==> config.mk <==
export PLATFORM = sky130hd
export DESIGN_NAME = key_burst_gen
export DESIGN_NICKNAME = d
export VERILOG_FILES = /design/src/rtl/key_gen_pkg.sv /design/src/rtl/key_lfsr.sv /design/src/rtl/key_burst_gen.sv
export SDC_FILE = /design/constraint.sdc
export NUM_CORES = 1
export LEC_CHECK = 0
export ABC_AREA = 1
export CORE_ASPECT_RATIO = 0.6
export CORE_MARGIN = 2
export CORE_UTILIZATION = 50
export DETAILED_ROUTE_END_ITERATION = 12
export PLACE_DENSITY = 0.72
export SLEW_MARGIN = 20
export SYNTH_ARGS = -nofsm -noshare
export SYNTH_HDL_FRONTEND = slang
export SYNTH_SLANG_ARGS = --single-unit
==> constraint.sdc <==
create_clock -name clk_i -period 1.7 [get_ports clk_i]
set_input_delay 0.34 -clock clk_i [delete_from_list [all_inputs] [get_ports clk_i]]
set_output_delay 0.34 -clock clk_i [all_outputs]
set_load 0.05 [all_outputs]
==> src/rtl/key_gen_pkg.sv <==
`default_nettype none
// ============================================================================
// key_gen_pkg : shared mode/state encodings and LFSR step for key_burst_gen
// Rev 1.0
// ============================================================================
package key_gen_pkg;

    typedef enum logic [1:0] {
        MODE_RAND = 2'd0,
        MODE_INC  = 2'd1,
        MODE_WALK = 2'd2,
        MODE_RSVD = 2'd3
    } key_mode_e;

    typedef enum logic [1:0] {
        ST_IDLE  = 2'd0,
        ST_BURST = 2'd1,
        ST_PAUSE = 2'd2
    } burst_state_e;

    // x^32 + x^22 + x^2 + x + 1, right-shifting Galois form
    localparam logic [31:0] LFSR_POLY = 32'h8020_0003;

    function automatic logic [31:0] lfsr_step(input logic [31:0] s);
        return {1'b0, s[31:1]} ^ (s[0] ? LFSR_POLY : 32'h0);
    endfunction

endpackage
`default_nettype wire

==> src/rtl/key_lfsr.sv <==
`default_nettype none
// ============================================================================
// key_lfsr : 32-bit Galois LFSR, advances one step per enabled cycle
// Rev 1.0
// ============================================================================
module key_lfsr #(
    parameter logic [31:0] C_SEED = 32'h1
) (
    input  logic        clk_i,
    input  logic        rstn_i,
    input  logic        en_i,
    output logic [31:0] state_o
);
    import key_gen_pkg::*;

    // An all-zero state would lock up the register
    localparam logic [31:0] SEED_EFF = (C_SEED == 32'h0) ? 32'h1 : C_SEED;

    logic [31:0] r_state;

    always_ff @(posedge clk_i or negedge rstn_i) begin
        if (!rstn_i) begin
            r_state <= SEED_EFF;
        end else if (en_i) begin
            r_state <= lfsr_step(r_state);
        end
    end

    assign state_o = r_state;

endmodule
`default_nettype wire

==> src/rtl/key_burst_gen.sv <==
`default_nettype none
// ============================================================================
// key_burst_gen : emits {prefix, low field} keys in bursts separated by pauses
//                 optional transfer counter via KEY_BURST_GEN_STAT_EN
// Rev 1.0
// ============================================================================
module key_burst_gen #(
    parameter int                        C_KEY_WIDTH    = 24,
    parameter int                        C_PREFIX_WIDTH = 16,
    parameter logic [C_PREFIX_WIDTH-1:0] C_PREFIX       = 16'h0101,
    parameter int                        C_NUM_GEN      = 5,
    parameter int                        C_PAUSE        = 3,
    parameter int                        C_NUM_BURST    = 0,
    parameter logic [31:0]               C_LFSR_SEED    = 32'h1
) (
    input  logic                   clk_i,
    input  logic                   rstn_i,
    input  logic                   strb_start_i,
    input  logic                   strb_stop_i,
    input  logic [1:0]             mode_i,
    input  logic                   ready_i,
    output logic                   search_o,
    output logic [C_KEY_WIDTH-1:0] key_o,
    output logic                   busy_o,
    output logic                   done_o
`ifdef KEY_BURST_GEN_STAT_EN
    ,
    output logic [31:0]            key_cnt_o
`endif
);
    import key_gen_pkg::*;

    localparam int         W_L           = C_KEY_WIDTH - C_PREFIX_WIDTH;
    localparam logic [7:0] GEN_LAST      = 8'(C_NUM_GEN - 1);
    localparam logic [7:0] PAUSE_LAST    = 8'(C_PAUSE - 1);
    localparam logic [7:0] BURST_LAST    = 8'(C_NUM_BURST - 1);
    localparam bit         BURST_LIMITED = (C_NUM_BURST != 0);
    localparam bit         HAS_PAUSE     = (C_PAUSE != 0);

    burst_state_e           r_state;
    key_mode_e              r_mode;
    logic                   r_search;
    logic                   r_done;
    logic [C_KEY_WIDTH-1:0] r_key;
    logic [7:0]             r_gen_cnt;
    logic [7:0]             r_burst_cnt;
    logic [7:0]             r_pause_cnt;

    logic [31:0]            w_lfsr;
    logic [31:0]            w_lfsr_next;
    logic [W_L-1:0]         w_low_cur;
    logic [W_L-1:0]         w_low_first;
    logic [W_L-1:0]         w_low_next;
    logic                   w_xfer;
    logic                   w_lfsr_en;
    key_mode_e              w_start_mode;

    assign w_xfer       = r_search & ready_i;
    assign w_lfsr_en    = w_xfer & (r_mode == MODE_RAND);
    assign w_lfsr_next  = lfsr_step(w_lfsr);
    assign w_low_cur    = r_key[W_L-1:0];
    assign w_start_mode = (mode_i == MODE_RSVD) ? MODE_RAND : key_mode_e'(mode_i);

    key_lfsr #(
        .C_SEED (C_LFSR_SEED)
    ) u_lfsr (
        .clk_i   (clk_i),
        .rstn_i  (rstn_i),
        .en_i    (w_lfsr_en),
        .state_o (w_lfsr)
    );

    // Random keys show the LFSR state that will be current after the transfer
    always_comb begin
        w_low_first = W_L'(w_lfsr);
        w_low_next  = W_L'(w_lfsr_next);
        case (w_start_mode)
            MODE_INC:  w_low_first = '0;
            MODE_WALK: w_low_first = W_L'(1);
            default:   ;
        endcase
        case (r_mode)
            MODE_INC:  w_low_next = w_low_cur + W_L'(1);
            MODE_WALK: w_low_next = (w_low_cur << 1) | (w_low_cur >> (W_L - 1));
            default:   ;
        endcase
    end

    always_ff @(posedge clk_i or negedge rstn_i) begin
        if (!rstn_i) begin
            r_state     <= ST_IDLE;
            r_mode      <= MODE_RAND;
            r_search    <= 1'b0;
            r_done      <= 1'b0;
            r_key       <= '0;
            r_gen_cnt   <= 8'd0;
            r_burst_cnt <= 8'd0;
            r_pause_cnt <= 8'd0;
        end else begin
            r_done <= 1'b0;
            if (strb_stop_i) begin
                r_state  <= ST_IDLE;
                r_search <= 1'b0;
            end else begin
                case (r_state)
                    ST_IDLE: begin
                        if (strb_start_i) begin
                            r_mode      <= w_start_mode;
                            r_gen_cnt   <= 8'd0;
                            r_burst_cnt <= 8'd0;
                            r_pause_cnt <= 8'd0;
                            r_key       <= {C_PREFIX, w_low_first};
                            r_search    <= 1'b1;
                            r_state     <= ST_BURST;
                        end
                    end
                    ST_BURST: begin
                        if (w_xfer) begin
                            r_key <= {C_PREFIX, w_low_next};
                            if (r_gen_cnt == GEN_LAST) begin
                                r_gen_cnt   <= 8'd0;
                                r_burst_cnt <= r_burst_cnt + 8'd1;
                                if (BURST_LIMITED && (r_burst_cnt == BURST_LAST)) begin
                                    r_state  <= ST_IDLE;
                                    r_search <= 1'b0;
                                    r_done   <= 1'b1;
                                end else if (HAS_PAUSE) begin
                                    r_state     <= ST_PAUSE;
                                    r_search    <= 1'b0;
                                    r_pause_cnt <= 8'd0;
                                end
                            end else begin
                                r_gen_cnt <= r_gen_cnt + 8'd1;
                            end
                        end
                    end
                    ST_PAUSE: begin
                        if (r_pause_cnt == PAUSE_LAST) begin
                            r_pause_cnt <= 8'd0;
                            r_search    <= 1'b1;
                            r_state     <= ST_BURST;
                        end else begin
                            r_pause_cnt <= r_pause_cnt + 8'd1;
                        end
                    end
                    default: begin
                        r_state  <= ST_IDLE;
                        r_search <= 1'b0;
                    end
                endcase
            end
        end
    end

    assign search_o = r_search;
    assign key_o    = r_key;
    assign busy_o   = (r_state != ST_IDLE);
    assign done_o   = r_done;

`ifdef KEY_BURST_GEN_STAT_EN
    // Counts every handshake the sink saw, independent of run control
    logic [31:0] r_key_cnt;

    always_ff @(posedge clk_i or negedge rstn_i) begin
        if (!rstn_i) begin
            r_key_cnt <= 32'h0;
        end else if (w_xfer && (r_key_cnt != 32'hFFFF_FFFF)) begin
            r_key_cnt <= r_key_cnt + 32'd1;
        end
    end

    assign key_cnt_o = r_key_cnt;
`endif

endmodule
`default_nettype wire

==> impl_results.md, run 1 <==
- Die area: 7290 um^2
- Global-route wire length before repair: roughly 11 mm
- Crit end category: flip-flop
- Area Growth Syn to Fin: 17.7%
- Synth Area per Inst: 7.86 um^2
- Sequential area share after synthesis: 46.3%
- Final setup vio count: 0
- Nature of the critical path startpoint: flip-flop
- Clk buf depth: 2
- Initial core utilization: 52.8%
- Final cell area excluding filler cells: 3880 um^2
- Fmax: 0.612 GHz
- Routability congestion estimate: between 0.8 and 0.9
- Total core area: 6250 um^2
- WL/cell: between 10 and 15 um
- Most common cell after layout, fill and taps aside: nand2_1
- Reg2Reg Launch Point: r_mode[1]$_DFFE_PN0P_
- Crit path time final: 1.63 ns
- EDFF count, synth: 0
- YS warnings: 0
- Placed Area: 3630 um^2
- Max-slew violation count: 0
- # DRC: 0
- Nets: 472
- Final worst-path cycle share: 96.1%
- Gate count after technology mapping: between 400 and 500
- Synth top area cells: dfrtp_1, nand2_1, o21ai_0, inv_1, a21oi_1
- Clk sink count: 61
- HP Class: input port to asynchronous set/reset pin
- # Max-Cap Violations: 0
- Synth cell types: 35
- Clk root buf: clkbuf_8
- Pleak: roughly 1.8 nW
- Worst EP arrival: ~1.9 ns
- Power per standard cell area: 1550 nW/um^2
- GRT Resource Usage Total: 20.5%
- Die Wd: 109 um
- R2R depth: 8
- Inserted Clock Buffers: 9
- CTS tree: done
- Highest-count cells in the layout ignoring fill and taps: nand2_1, dfrtp_1, inv_1
- Clock Latency Late Sink: 0.34 ns
- First-pass DRT Iterations: 4
- Vias after detailed routing: 2,713
- Row cnt: 22
- Share of the synthesized area in the top cell type: 45.5%
- Final hold vios: 0
- Number of global-route vias before repair: 2,409
- Layout Utilization: 62.2%
- Req. time, crit path: between 1.5 and 2 ns
- I/O pin cnt: 34
- Pin count of the biggest net entering global routing: between 50 and 60
- Area of the mapped netlist: 3300 um^2
- Cell taking the most area after synthesis: dfrtp_1
- Layout cells sized above 1: 14.3%
- Post-DRT Antenna Nets: 0
- Synth Flop Type: dfrtp_1
- Async SR Flop Fraction: between 90% and 100%
- Post-Route WL: about 7 mm
- Clock transition at path regs: 0.07 ns
- Buffers on Ports: 18
- 1st-iter DRT viols: 168
- Worst Setup SP: r_mode[1]$_DFFE_PN0P_
- Final Skew: 0.00996 ns
- VDD IR max: 0.000961 V
- RR Endpoint: key_o[4]$_DFFE_PN0P_
- Post-synthesis register bit count: 61
- Vias/cell: 4.99
- R2R setup slack: 0.07 ns
- Die Y: 66.9 um
- Initial antenna violation count: 0
- Status: completed
- GR Overflow Total: 0
- Estimated wirelength of the detail-placed design: 4.88 mm
- Max H-tree Level: 3
- Crit path to: key_o[4]$_DFFE_PN0P_
- Fillers: 542
- Number of diodes: 0
- Critical path type: flip-flop to flip-flop
- Max FO, Critical Path: 7
per-layer routing:
layer	track usage (%)	vias up	wire length [um]
met4	5.93	0	51
li1	-	1391	-
met3	6.75	6	440
met2	28.0	73	2820
met1	30.4	1243	3500
met5	0	-	0
kinds of logic (layout without fill, tap and decap cells):
logic type	Yosys count	in the layout	share of synthesized area [%]
DFF	61	61	46.3
muxes	1	1	0.303
and+or+nand+nor	177	177	23.1
AOI/OAI and AO/OA	84	84	13.6
buffers and inverters	81	107	11.5
adders and majority gates	10	10	3.79
xor gates and xnor gates	5	5	1.33
other	1	15	0.114
repair_timing:
| item | CTS | global route |
|---|---|---|
| setup buffers | 0 | 4 |
| setup endpoints to repair | 1 | 16 |
| resized for setup | 1 | 8 |
| hold endpoints to repair | 8 | 0 |
| hold buffers | 1 | 0 |
power by group:
part	switching (mW)	internal [mW]
sequential	0.416	1.93
clock	0.574	0.562
combinational	1.56	0.993
per-stage QoR:
stage               hold slack [ns]  total power [mW]  instances  worst slack [ns]  TNS (ns)
floorplan                    0.0444              3.89        434            0.0600         0
global route                  0.409              6.47        544           -0.0262   -0.0664
finish                        0.392              6.03        544            0.0655         0
CTS                           0.383              5.91        540           0.00894         0
detailed placement            0.228              4.75        523            -0.280     -2.02
global placement              0.222              4.68        523            -0.274     -1.86
state kept, by name, indices dropped and copies added, names as in the netlist:
| register | count |
|---|---|
| u_lfsr.state_o | 32 |
| r_gen_cnt | 8 |
| r_pause_cnt | 8 |
| r_state | 1 |
| search_o | 1 |
| r_mode | 2 |
| key_o | 9 |
cells in the mapped netlist, drive strengths merged, types with 2 or more instances:
cell type  instances
o21ai             44
nand3             30
inv               53
o21bai             2
nor3b              3
nor3               4
or2                2
a21oi             30
clkbuf             8
a22oi              4
o211ai             3
nand4              3
buf               19
nand2            104
nor2              31
xor2               4
ha                10
dfrtp             60
worst max-delay path, cell delays in order (launching register included):
cell,delay (ns)
dfrtp_1,0.40
inv_1,0.11
ha_4,0.30
clkinvlp_4,0.16
clkbuf_2,0.20
a21oi_1,0.15
nand2_1,0.09
nand2_1,0.06
a22oi_1,0.06
area by class of cell:
| type | instances | area (um^2) | area share [%] |
|---|---|---|---|
| clock inverter | 6 | 38.8 | 0.998 |
| timing repair buffer | 37 | 388 | 9.98 |
| sequential | 61 | 1530 | 39.4 |
| multi-input combinational | 292 | 1480 | 38.0 |
| clock buffer | 10 | 138 | 3.54 |
| tap | 84 | 105 | 2.71 |
| inverter | 54 | 209 | 5.38 |
how the worst min path moves through the flow:
stage / startpoint / to / slack [ns] / cells after the start
2_1_floorplan: rstn_i / key_o[0]$_DFFE_PN0P_ / 0.04 / 0
3_5_place_dp: rstn_i / u_lfsr.state_o[6]$_DFFE_PN0P_ / 0.23 / 1
5_1_grt: rstn_i / r_gen_cnt[3]$_DFFE_PN0P_ / 0.41 / 2
4_1_cts: rstn_i / r_gen_cnt[2]$_DFFE_PN0P_ / 0.38 / 2
3_3_place_gp: rstn_i / u_lfsr.state_o[6]$_DFFE_PN0P_ / 0.22 / 1
6_report: rstn_i / r_gen_cnt[2]$_DFFE_PN0P_ / 0.39 / 2
Note: power is estimated with default switching activity, not from simulation.
==> run 2: changes to the inputs <==
--- a/config.mk
+++ b/config.mk
@@ -8,9 +8,8 @@
 export ABC_AREA = 1
 export CORE_ASPECT_RATIO = 0.6
 export CORE_MARGIN = 2
-export CORE_UTILIZATION = 50
+export CORE_UTILIZATION = 40
 export DETAILED_ROUTE_END_ITERATION = 12
-export PLACE_DENSITY = 0.72
 export SLEW_MARGIN = 20
 export SYNTH_ARGS = -nofsm -noshare
 export SYNTH_HDL_FRONTEND = slang
==> impl_results.md, run 2 (synthesized netlist as in run 1, its figures left out) <==
- Initial core utilization: 41.5%
- Die Wd: roughly 120 um
- Status: finished with violations
- Tot Pwr: 6.60 mW
- Inserted Clock Buffers: 9
- Pleak: 1.88 nW
- Highest-count cells in the layout ignoring fill and taps: nand2_1, dfrtp_1, inv_1
- DRT met1 WL: 3.65 mm
- HP Class: input port to asynchronous set/reset pin
- Buffers on Ports: 18
- Crit path time final: 1.59 ns
- Max-slew violation count: 0
- Max FO, Critical Path: 4
- Post-Route WL: 6.95 mm
- Nets: approximately 470
- Clock transition at path regs: around 0.05 ns
- Setup bufs post-CTS: 0
- DR WL met2: 2.74 mm
- GR Overflow Total: 0
- Highest Signal Layer: met4
- Critical path type: flip-flop to output port
- Vias after detailed routing: 2,715
- 1st-iter DRT viols: 240
- Row cnt: 25
- Max H-tree Level: 3
- Power per standard cell area: approximately 1700 nW/um^2
- Failing checks: hold timing
- Clk sink count: 61
- # Max-Cap Violations: 0
- Post-DRT Antenna Nets: 0
- Total negative setup slack: 0 ns
- Routability congestion estimate: 0.833
- Die Y: 74.4 um
- WL/cell: 12.4 um
- Number of global-route vias before repair: approximately 2,400
- CTS tree: done
- Nature of the critical path startpoint: flip-flop
- Worst EP arrival: ~1.3 ns
- Total core area: 7950 um^2
- Measured slew at the worst slew-check pin: 0.551 ns
- Dpl ws: -0.290 ns
- Most common cell after layout, fill and taps aside: nand2_1
- Pin count of the biggest net entering global routing: 39
- Layout Utilization: 50.4%
- I/O pin cnt: 34
- First-pass DRT Iterations: 5
- VDD IR max: 0.000616 V
- Max reg flops: 32
- Clk root buf: clkbuf_16
- Layout cells sized above 1: between 10 and 15%
- Area Growth Syn to Fin: 21.3%
- Fin Hold WS: -0.000304 ns
- # DRC: 0
- Post-route setup slack: 0.109 ns
- Req. time, crit path: 1.36 ns
- Vias/cell: 4.83
- Final hold vios: 1
- Initial antenna violation count: 0
- Global-route wire length before repair: 11.6 mm
- Max-slew headroom: between 60% and 70%
- Met3 wire length: approximately 470 um
- Number of diodes: 0
- Fmax: 0.628 GHz
- Final worst-path cycle share: a little over nine tenths
- GRT Resource Usage Total: between 10% and 20%
- Estimated wirelength of the detail-placed design: 5.05 mm
- Die area: between 9000 and 10,000 um^2
- Final setup vio count: 0
- Clk buf depth: 2
- Final Skew: between 0.006 and 0.007 ns
- Clock Latency Late Sink: 0.33 ns
- Crit end category: output port
==> run 2: cell types whose count changed in the layout (fill, tap and decap cells not counted), moves of 2 or more <==
cell,delta
clkinvlp_4,-2
buf_12,+2
inv_2,+2
clkbuf_8,-9
buf_4,-6
clkinv_2,-2
clkbuf_16,+9
==> run 2: worst paths after layout <==
kind	start	endpoint	slack (ns)	depth (start not counted)
worst max-delay path	search_o$_DFFE_PN0P_	busy_o	0.11	3
worst min-delay path	rstn_i	key_o[5]$_DFFE_PN0P_	-0.0003	1
worst max register to register	r_gen_cnt[0]$_DFFE_PN0P_	r_pause_cnt[2]$_DFFE_PN0P_	0.16	9
worst min register to register	u_lfsr.state_o[15]$_DFFE_PN0P_	u_lfsr.state_o[14]$_DFFE_PN0P_	0.47	2
max in group asynchronous	rstn_i	r_gen_cnt[6]$_DFFE_PN0P_	1.20	2
min in group clk_i	u_lfsr.state_o[15]$_DFFE_PN0P_	u_lfsr.state_o[14]$_DFFE_PN0P_	0.47	2
==> run 2: worst max-delay path: stages, from the launching register on <==
cell and delay [ns]:
dfrtp_1 0.44, nor2_1 0.23, inv_1 0.07, buf_4 0.19
==> run 2: cell type report <==
| type | instances | area (um^2) |
|---|---|---|
| Clock buffer | 11 | 243 |
| Tap cell | 108 | 135 |
| Fill cell | 764 | 3940 |
| Multi-Input combinational cell | 292 | 1460 |
| Sequential cell | 61 | 1530 |
| Clock inverter | 5 | 60.1 |
| Timing Repair Buffer | 31 | 368 |
| Inverter | 54 | 205 |
==> run 2: per-stage QoR <==
stage / cell area [um^2] / std cells / hold WS [ns]
floorplan: 3350 / 434 / 0.0444
global placement: 3680 / 546 / 0.369
detailed placement: 3680 / 546 / 0.360
CTS: 3980 / 562 / 0.00269
global route: 4000 / 562 / 0.0256
finish: 4000 / 562 / -0.000304
==> run 2: what timing repair did <==
item | in CTS | in global routing
endpoints found under the setup margin | 0 | 15
gates resized for setup | 0 | 7
hold buffers | 0 | 0
==> run 2: layer usage <==
metal	up-vias	global-route usage, %
li1	1376	-
met1	1240	25.0
met2	92	23.5
met3	7	5.21
met4	0	6.90
met5	-	0
==> run 2: power by group <==
group	total [mW]	leakage (nW)	internal (mW)	switching [mW]
Sequential	2.34	0.791	1.93	0.416
Clock	1.83	0.146	1.18	0.653
Combinational	2.43	0.946	0.908	1.52
Total	6.60	1.88	4.01	2.59
==> run 3: changes to the inputs <==
--- a/config.mk
+++ b/config.mk
@@ -7,9 +7,10 @@
 export LEC_CHECK = 0
 export ABC_AREA = 1
 export CORE_ASPECT_RATIO = 0.6
-export CORE_MARGIN = 2
+export CORE_MARGIN = 3
 export CORE_UTILIZATION = 40
 export DETAILED_ROUTE_END_ITERATION = 12
+export SETUP_SLACK_MARGIN = 0.1
 export SLEW_MARGIN = 20
 export SYNTH_ARGS = -nofsm -noshare
 export SYNTH_HDL_FRONTEND = slang
==> impl_results.md, run 3 (synthesized netlist as in run 1, its figures left out) <==
- Vias after detailed routing: 2,750
- Crit end category: output port
- I/O pin cnt: 34
- CTS tree: done
- Crit path time final: 1.54 ns
- Worst EP arrival: 1.20 ns
- Vias/cell: slightly below 5
- # DRC: 0
- Hold_buf cts: 0
- Initial antenna violation count: 0
- 1st-iter DRT viols: 296
- Global-route wire length before repair: 12.3 mm
- RSZ-0062 raised after global routing: false
- Max H-tree Level: 3
- Fmax: around 0.65 GHz
- Routability congestion estimate: 0.828
- HP Class: input port to asynchronous set/reset pin
- Clk root buf: clkbuf_16
- Max FO, Critical Path: 4
- Max-slew violation count: 0
- Status: completed
- Initial core utilization: roughly 43%
- DR WL met2: roughly 3.0 mm
- Row cnt: 24
- Clk sink count: 61
- Clock transition at path regs: 0.05 ns
- DRT met1 WL: 3.78 mm
- Max reg flops: 32
- Number of diodes: 0
- Req. time, crit path: between 1 and 1.5 ns
- Die area: approximately 9400 um^2
- WL/cell: roughly 13 um
- Clock Latency Late Sink: between 0.3 and 0.4 ns
- Power per standard cell area: 1710 nW/um^2
- Nature of the critical path startpoint: flip-flop
- Met3 wire length: 491 um
- Inserted Clock Buffers: 9
- Layout cells sized above 1: 16.5%
- Highest-count cells in the layout ignoring fill and taps: nand2_1, dfrtp_1, inv_1
- Most common cell after layout, fill and taps aside: nand2_1
- VDD IR max: 0.000679 V
- Total core area: 7630 um^2
- Pin count of the biggest net entering global routing: 62
- Post-DRT Antenna Nets: 0
- Final worst-path cycle share: just over 90%
- First-pass DRT Iterations: 4
- Estimated wirelength of the detail-placed design: 5.06 mm
- Post-Route WL: 7.30 mm
- Final cell area excluding filler cells: 4140 um^2
- Critical path type: flip-flop to output port
- Final Skew: 0.00398 ns
- Buffers on Ports: 18
- Number of global-route vias before repair: about 2,500
- Area Growth Syn to Fin: 25.5%
- GRT Resource Usage Total: 16.4%
- Final setup vio count: 0
- # Max-Cap Violations: 0
- Nets: around 470
- Die Wd: 123 um
- Clk buf depth: 2
- Final hold vios: 0
- Pleak: 1.93 nW
- GR Overflow Total: 0
- # placed instances: 545
- Die Y: 76.4 um
- Highest Signal Layer: met4
- Placed Area: ~3700 um^2
- Fin cells: 566
[run 3: final cells by class]
type,instances,area (um^2)
Fill cell,724,3490
Sequential cell,61,1530
Multi-Input combinational cell,292,1510
Timing Repair Buffer,38,399
Clock buffer,12,256
Inverter,54,211
Tap cell,104,130
Clock inverter,4,95.1
Timing Repair inverter,1,5.00
[run 3: routing by layer]
| metal | GRT usage, % | vias to the layer above |
|---|---|---|
| met5 | 0 | - |
| met3 | 5.56 | 4 |
| met2 | 20.2 | 76 |
| li1 | - | 1397 |
| met4 | 5.19 | 0 |
| met1 | 26.0 | 1273 |
[run 3: repair_timing]
item | in CTS | in global routing
cloned | 0 | 1
buffers inserted | 0 | 4
gates resized for setup | 5 | 18
endpoints found under the setup margin | 12 | 23
endpoints found under the hold margin | 0 | 0
pin swaps | 0 | 3
[run 3: final timing paths]
path	startpoint	to	slack, ns	cells after the start
worst max-delay path	r_state[1]$_DFFE_PN0P_	busy_o	0.16	3
worst min-delay path	rstn_i	u_lfsr.state_o[5]$_DFFE_PN0P_	0.02	2
worst max register to register	search_o$_DFFE_PN0P_	key_o[4]$_DFFE_PN0P_	0.19	7
worst min register to register	u_lfsr.state_o[15]$_DFFE_PN0P_	u_lfsr.state_o[14]$_DFFE_PN0P_	0.47	2
max in group asynchronous	rstn_i	u_lfsr.state_o[0]$_DFFE_PN1P_	1.35	2
min in group clk_i	u_lfsr.state_o[15]$_DFFE_PN0P_	u_lfsr.state_o[14]$_DFFE_PN0P_	0.47	2
[run 3: through the flow]
| stage | util (%) | setup TNS (ns) | power [mW] | hold slack, ns | worst slack [ns] |
|---|---|---|---|---|---|
| floorplan | - | 0 | 3.90 | 0.0444 | 0.158 |
| global placement | 48.2 | -2.09 | 4.74 | 0.383 | -0.303 |
| detailed placement | 48.2 | -2.44 | 4.78 | 0.378 | -0.330 |
| CTS | 53.0 | 0 | 6.97 | 0.0365 | 0.108 |
| global route | 54.3 | 0 | 7.56 | 0.0424 | 0.0860 |
| finish | 54.3 | 0 | 7.09 | 0.0159 | 0.158 |
[run 3: report_power, final]
part           leakage, nW  total, mW  internal [mW]  switching (mW)
Clock                0.173       2.13           1.51           0.619
Combinational        0.973       2.59           1.03            1.56
Sequential           0.786       2.37           1.93           0.436
Total                 1.93       7.09           4.47            2.62
[run 3: worst max-delay path, stage by stage, from the launching register on]
cell     delay (ns)
dfrtp_2        0.46
nor2_4         0.17
inv_1          0.07
buf_4          0.19
==> variant 1 (flow settings as in run 2) <==
`C_PREFIX_WIDTH`: 16 -> 18.
--- a/src/rtl/key_burst_gen.sv
+++ b/src/rtl/key_burst_gen.sv
@@ -6,7 +6,7 @@
 // ============================================================================
 module key_burst_gen #(
     parameter int                        C_KEY_WIDTH    = 24,
-    parameter int                        C_PREFIX_WIDTH = 16,
+    parameter int                        C_PREFIX_WIDTH = 18,
     parameter logic [C_PREFIX_WIDTH-1:0] C_PREFIX       = 16'h0101,
     parameter int                        C_NUM_GEN      = 5,
     parameter int                        C_PAUSE        = 3,
Behaviour: not the same (Yosys sat finds a counterexample within 4 cycles, from zero or initial values and one cycle with rstn_i low).
==> variant 1 against run 2 <==
Power down 4.1%; sequential cell count down 2; highest routed layer unchanged; area after synthesis down 1.6%; largest power group is now sequential cells; count of clock-buffer cells in the layout unchanged; final area down 2.6%; clock skew down 0.0036 ns; worst setup slack worse by 0.0083 ns; maximum frequency down 0.52%; routed wire length down 6.3%; largest cell class unchanged.
==> variant 1: results <==
{
  "grt_first_pass_wirelength_mm": 11.3,
  "via_per_inst": 4.53,
  "placed_area_mm2": 0.00357,
  "synthCells": 406,
  "nonClkBufAreaFrac_pct": 8.41,
  "p_leak_nw": 1.85,
  "dr.pass1.iters": 4,
  "cts_made_buffers": 9,
  "post_cts_buffers": 0,
  "synthMuxAreaShare_pct": 0,
  "ys_top_cells_by_area": "dfrtp_1, nand2_1, inv_1",
  "synth_compound_area_share_pct": 11.8,
  "drive_gt1_share_pct": 14.3,
  "pre_cts_ws_ns": -0.202,
  "synthXorXnorAreaFrac_pct": 1.08,
  "seqCellArea_mm2": 0.00148,
  "holdWs_ns": 0.0173,
  "inverters": 50,
  "powerClk_w": 0.00190,
  "syn_to_final_growth_pct": 20.1,
  "ys_seq_area_share_pct": 45.5,
  "grt.met3_usage_pct": 6.06,
  "met1_usage_pct": 25.8,
  "drt_iter0_drc": 203,
  "dpl.hpwl_mm": 4.48,
  "vdd_drop_max_mv": 0.660,
  "clk_share_pct": 7.96,
  "fillers": 755,
  "track_usage_pct": 16.6,
  "dp.cells": 532,
  "place_congestion": 0.854,
  "multi_input_area_mm2": 0.00145,
  "signal_buffers": 29,
  "wl_per_cell_um": 11.9,
  "synth.top_cells.by_count": "nand2_1, dfrtp_1, inv_1, o21ai_0, nor2_1",
  "synth-adder-area-share_pct": 3.86,
  "final_nets": 452,
  "status": "finished clean",
  "synth.distinct_cells": 38
}
==> variant 1: worst max path at each step <==
stage | endpoint | cells after the start | startpoint | slack (ns)
6_report | busy_o | 3 | search_o | 0.10
5_1_grt | r_pause_cnt[4] | 9 | r_gen_cnt[1] | -0.02
4_1_cts | busy_o | 3 | search_o | 0.08
3_5_place_dp | key_o[3] | 7 | mode_i[0] | -0.20
3_3_place_gp | key_o[3] | 7 | mode_i[0] | -0.19
2_1_floorplan | r_gen_cnt[6] | 9 | search_o | 0.1
==> variant 1: worst max-delay path: stages, from the launching register on <==
cell	delay, ns
dfrtp_1	0.51
nor2_4	0.19
inv_1	0.08
buf_12	0.15
==> variant 1: metal layers <==
layer,part of all wire (%),vias to the layer above
met5,0,-
met4,1.5,0
met3,7.8,6
met2,36,74
met1,54,1087
li1,-,1315
==> variant 1: repair_timing <==
item	4_1_cts	5_1_grt
hold endpoints to repair	0	0
setup endpoints to repair	0	10
hold buffers	0	0
resized for setup	0	4
==> variant 2 (settings of run 2) <==
Made on the original files. One comparison of `r_gen_cnt` changes from == to >=.
--- a/src/rtl/key_burst_gen.sv
+++ b/src/rtl/key_burst_gen.sv
@@ -117,7 +117,7 @@
                     ST_BURST: begin
                         if (w_xfer) begin
                             r_key <= {C_PREFIX, w_low_next};
-                            if (r_gen_cnt == GEN_LAST) begin
+                            if (r_gen_cnt >= GEN_LAST) begin
                                 r_gen_cnt   <= 8'd0;
                                 r_burst_cnt <= r_burst_cnt + 8'd1;
                                 if (BURST_LIMITED && (r_burst_cnt == BURST_LAST)) begin
Function: same outputs for any inputs over 10 cycles, from zero or initial values and one cycle with rstn_i low; that may be too few to reach the edited logic, so the function may still have changed.
==> variant 2 against run 2 <==
Non-clock buffer count decreased by 3; worst setup slack improved by 0.042 ns; die area down 1.7%; count of clock-buffer cells in the layout is the same; area after synthesis decreased by 1.8%; combinational power is 24% higher; worst hold slack better by 0.0096 ns; final area down 4.5%; sequential cell count is the same; critical path depth stayed put; routed wire length is 8.3% lower; power up 8.5%; critical endpoint unchanged; largest cell class unchanged.
==> variant 2: results <==
{
  "status": "finished clean",
  "route.met3.wl_um": 402,
  "fillers": 761,
  "worstPathArrival_ns": 1.21,
  "dpl.hpwl_mm": 4.51,
  "p_sw_share_pct": 42.1,
  "grt.met3_usage_pct": 6.52,
  "grtUsageMet2_pct": 23.5,
  "signal_buffers": 28,
  "finalClockSkew_ns": 0.00587,
  "final_nets": 431,
  "grt_pass1_vias": 2359,
  "place_congestion": 0.808,
  "met1_length_mm": 3.56,
  "grt_first_pass_wirelength_mm": 11.4,
  "vdd_drop_max_mv": 0.814,
  "multi_input_area_mm2": 0.00138,
  "holdWs_ns": 0.00929,
  "multi_input_cells": 262,
  "max_stage_delay_ns": 0.50,
  "ys_seq_area_share_pct": 47.1,
  "ys_top_cells_by_area": "dfrtp_1, nand2_1, inv_1",
  "met1_usage_pct": 24.2,
  "synth.top_cells.by_count": "nand2_1, dfrtp_1, inv_1, o21ai_0, a21oi_1",
  "rrSetupSlack_ns": 0.23,
  "seqCellArea_mm2": 0.00153,
  "drt_iter0_drc": 179,
  "slowest_stage": "dfrtp_2",
  "p_leak_nw": 1.85,
  "regToRegStartpoint": "r_pause_cnt[0]"
}
variant 2: cell count changes after synthesis, moves of 3 or more:
cell and change:
o21ai_0 -12, clkbuf_1 -4, o21ai_1 +9, nor2_1 -5, nand3_1 -6, a21oi_1 -3, nand2_1 -15, inv_1 -5
inv_2 +5
variant 2: stage by stage:
| step | cell area, um2 | total power (W) | setup WS (ns) | TNS [ns] | instances |
|---|---|---|---|---|---|
| 2_1_floorplan | 3290 | 0.00456 | 0.143 | 0 | 402 |
| 3_3_place_gp | 3550 | 0.00547 | -0.0653 | -0.351 | 511 |
| 3_5_place_dp | 3550 | 0.00554 | -0.0867 | -0.573 | 511 |
| 4_1_cts | 3820 | 0.00721 | 0.0437 | 0 | 526 |
| 5_1_grt | 3820 | 0.00772 | 0.0366 | 0 | 526 |
| 6_report | 3820 | 0.00716 | 0.151 | 0 | 526 |
variant 2: power by group through the flow:
stage	clock network, W	logic, W	registers [W]
global route	0.00174	0.00338	0.00259
finish	0.00162	0.00302	0.00252
global placement	0	0.00296	0.00251
detailed placement	0	0.00301	0.00253
floorplan	0	0.00184	0.00272
CTS	0.00167	0.00303	0.00251
variant 2: cell families (layout without fill, tap and decap cells):
kind of cell	count (synthesis)	after routing	share of synthesized area, %
other	1	15	0.116
AND/OR/NAND/NOR	154	154	22.2
XOR/XNOR	5	5	1.35
AO/OA/AOI/OAI	78	78	13.2
flip-flops	61	61	47.1
adder cells (fa/ha/maj)	10	10	3.86
buffers and inverters	79	95	12.1
variant 2: worst paths after layout:
check	end	cells past startpoint
worst max-delay path	busy_o	3
worst min-delay path	r_pause_cnt[5]	2
worst max register to register	r_pause_cnt[0]	9
worst min register to register	u_lfsr.state_o[22]	2
max in group asynchronous	u_lfsr.state_o[0]	2
min in group clk_i	u_lfsr.state_o[22]	2
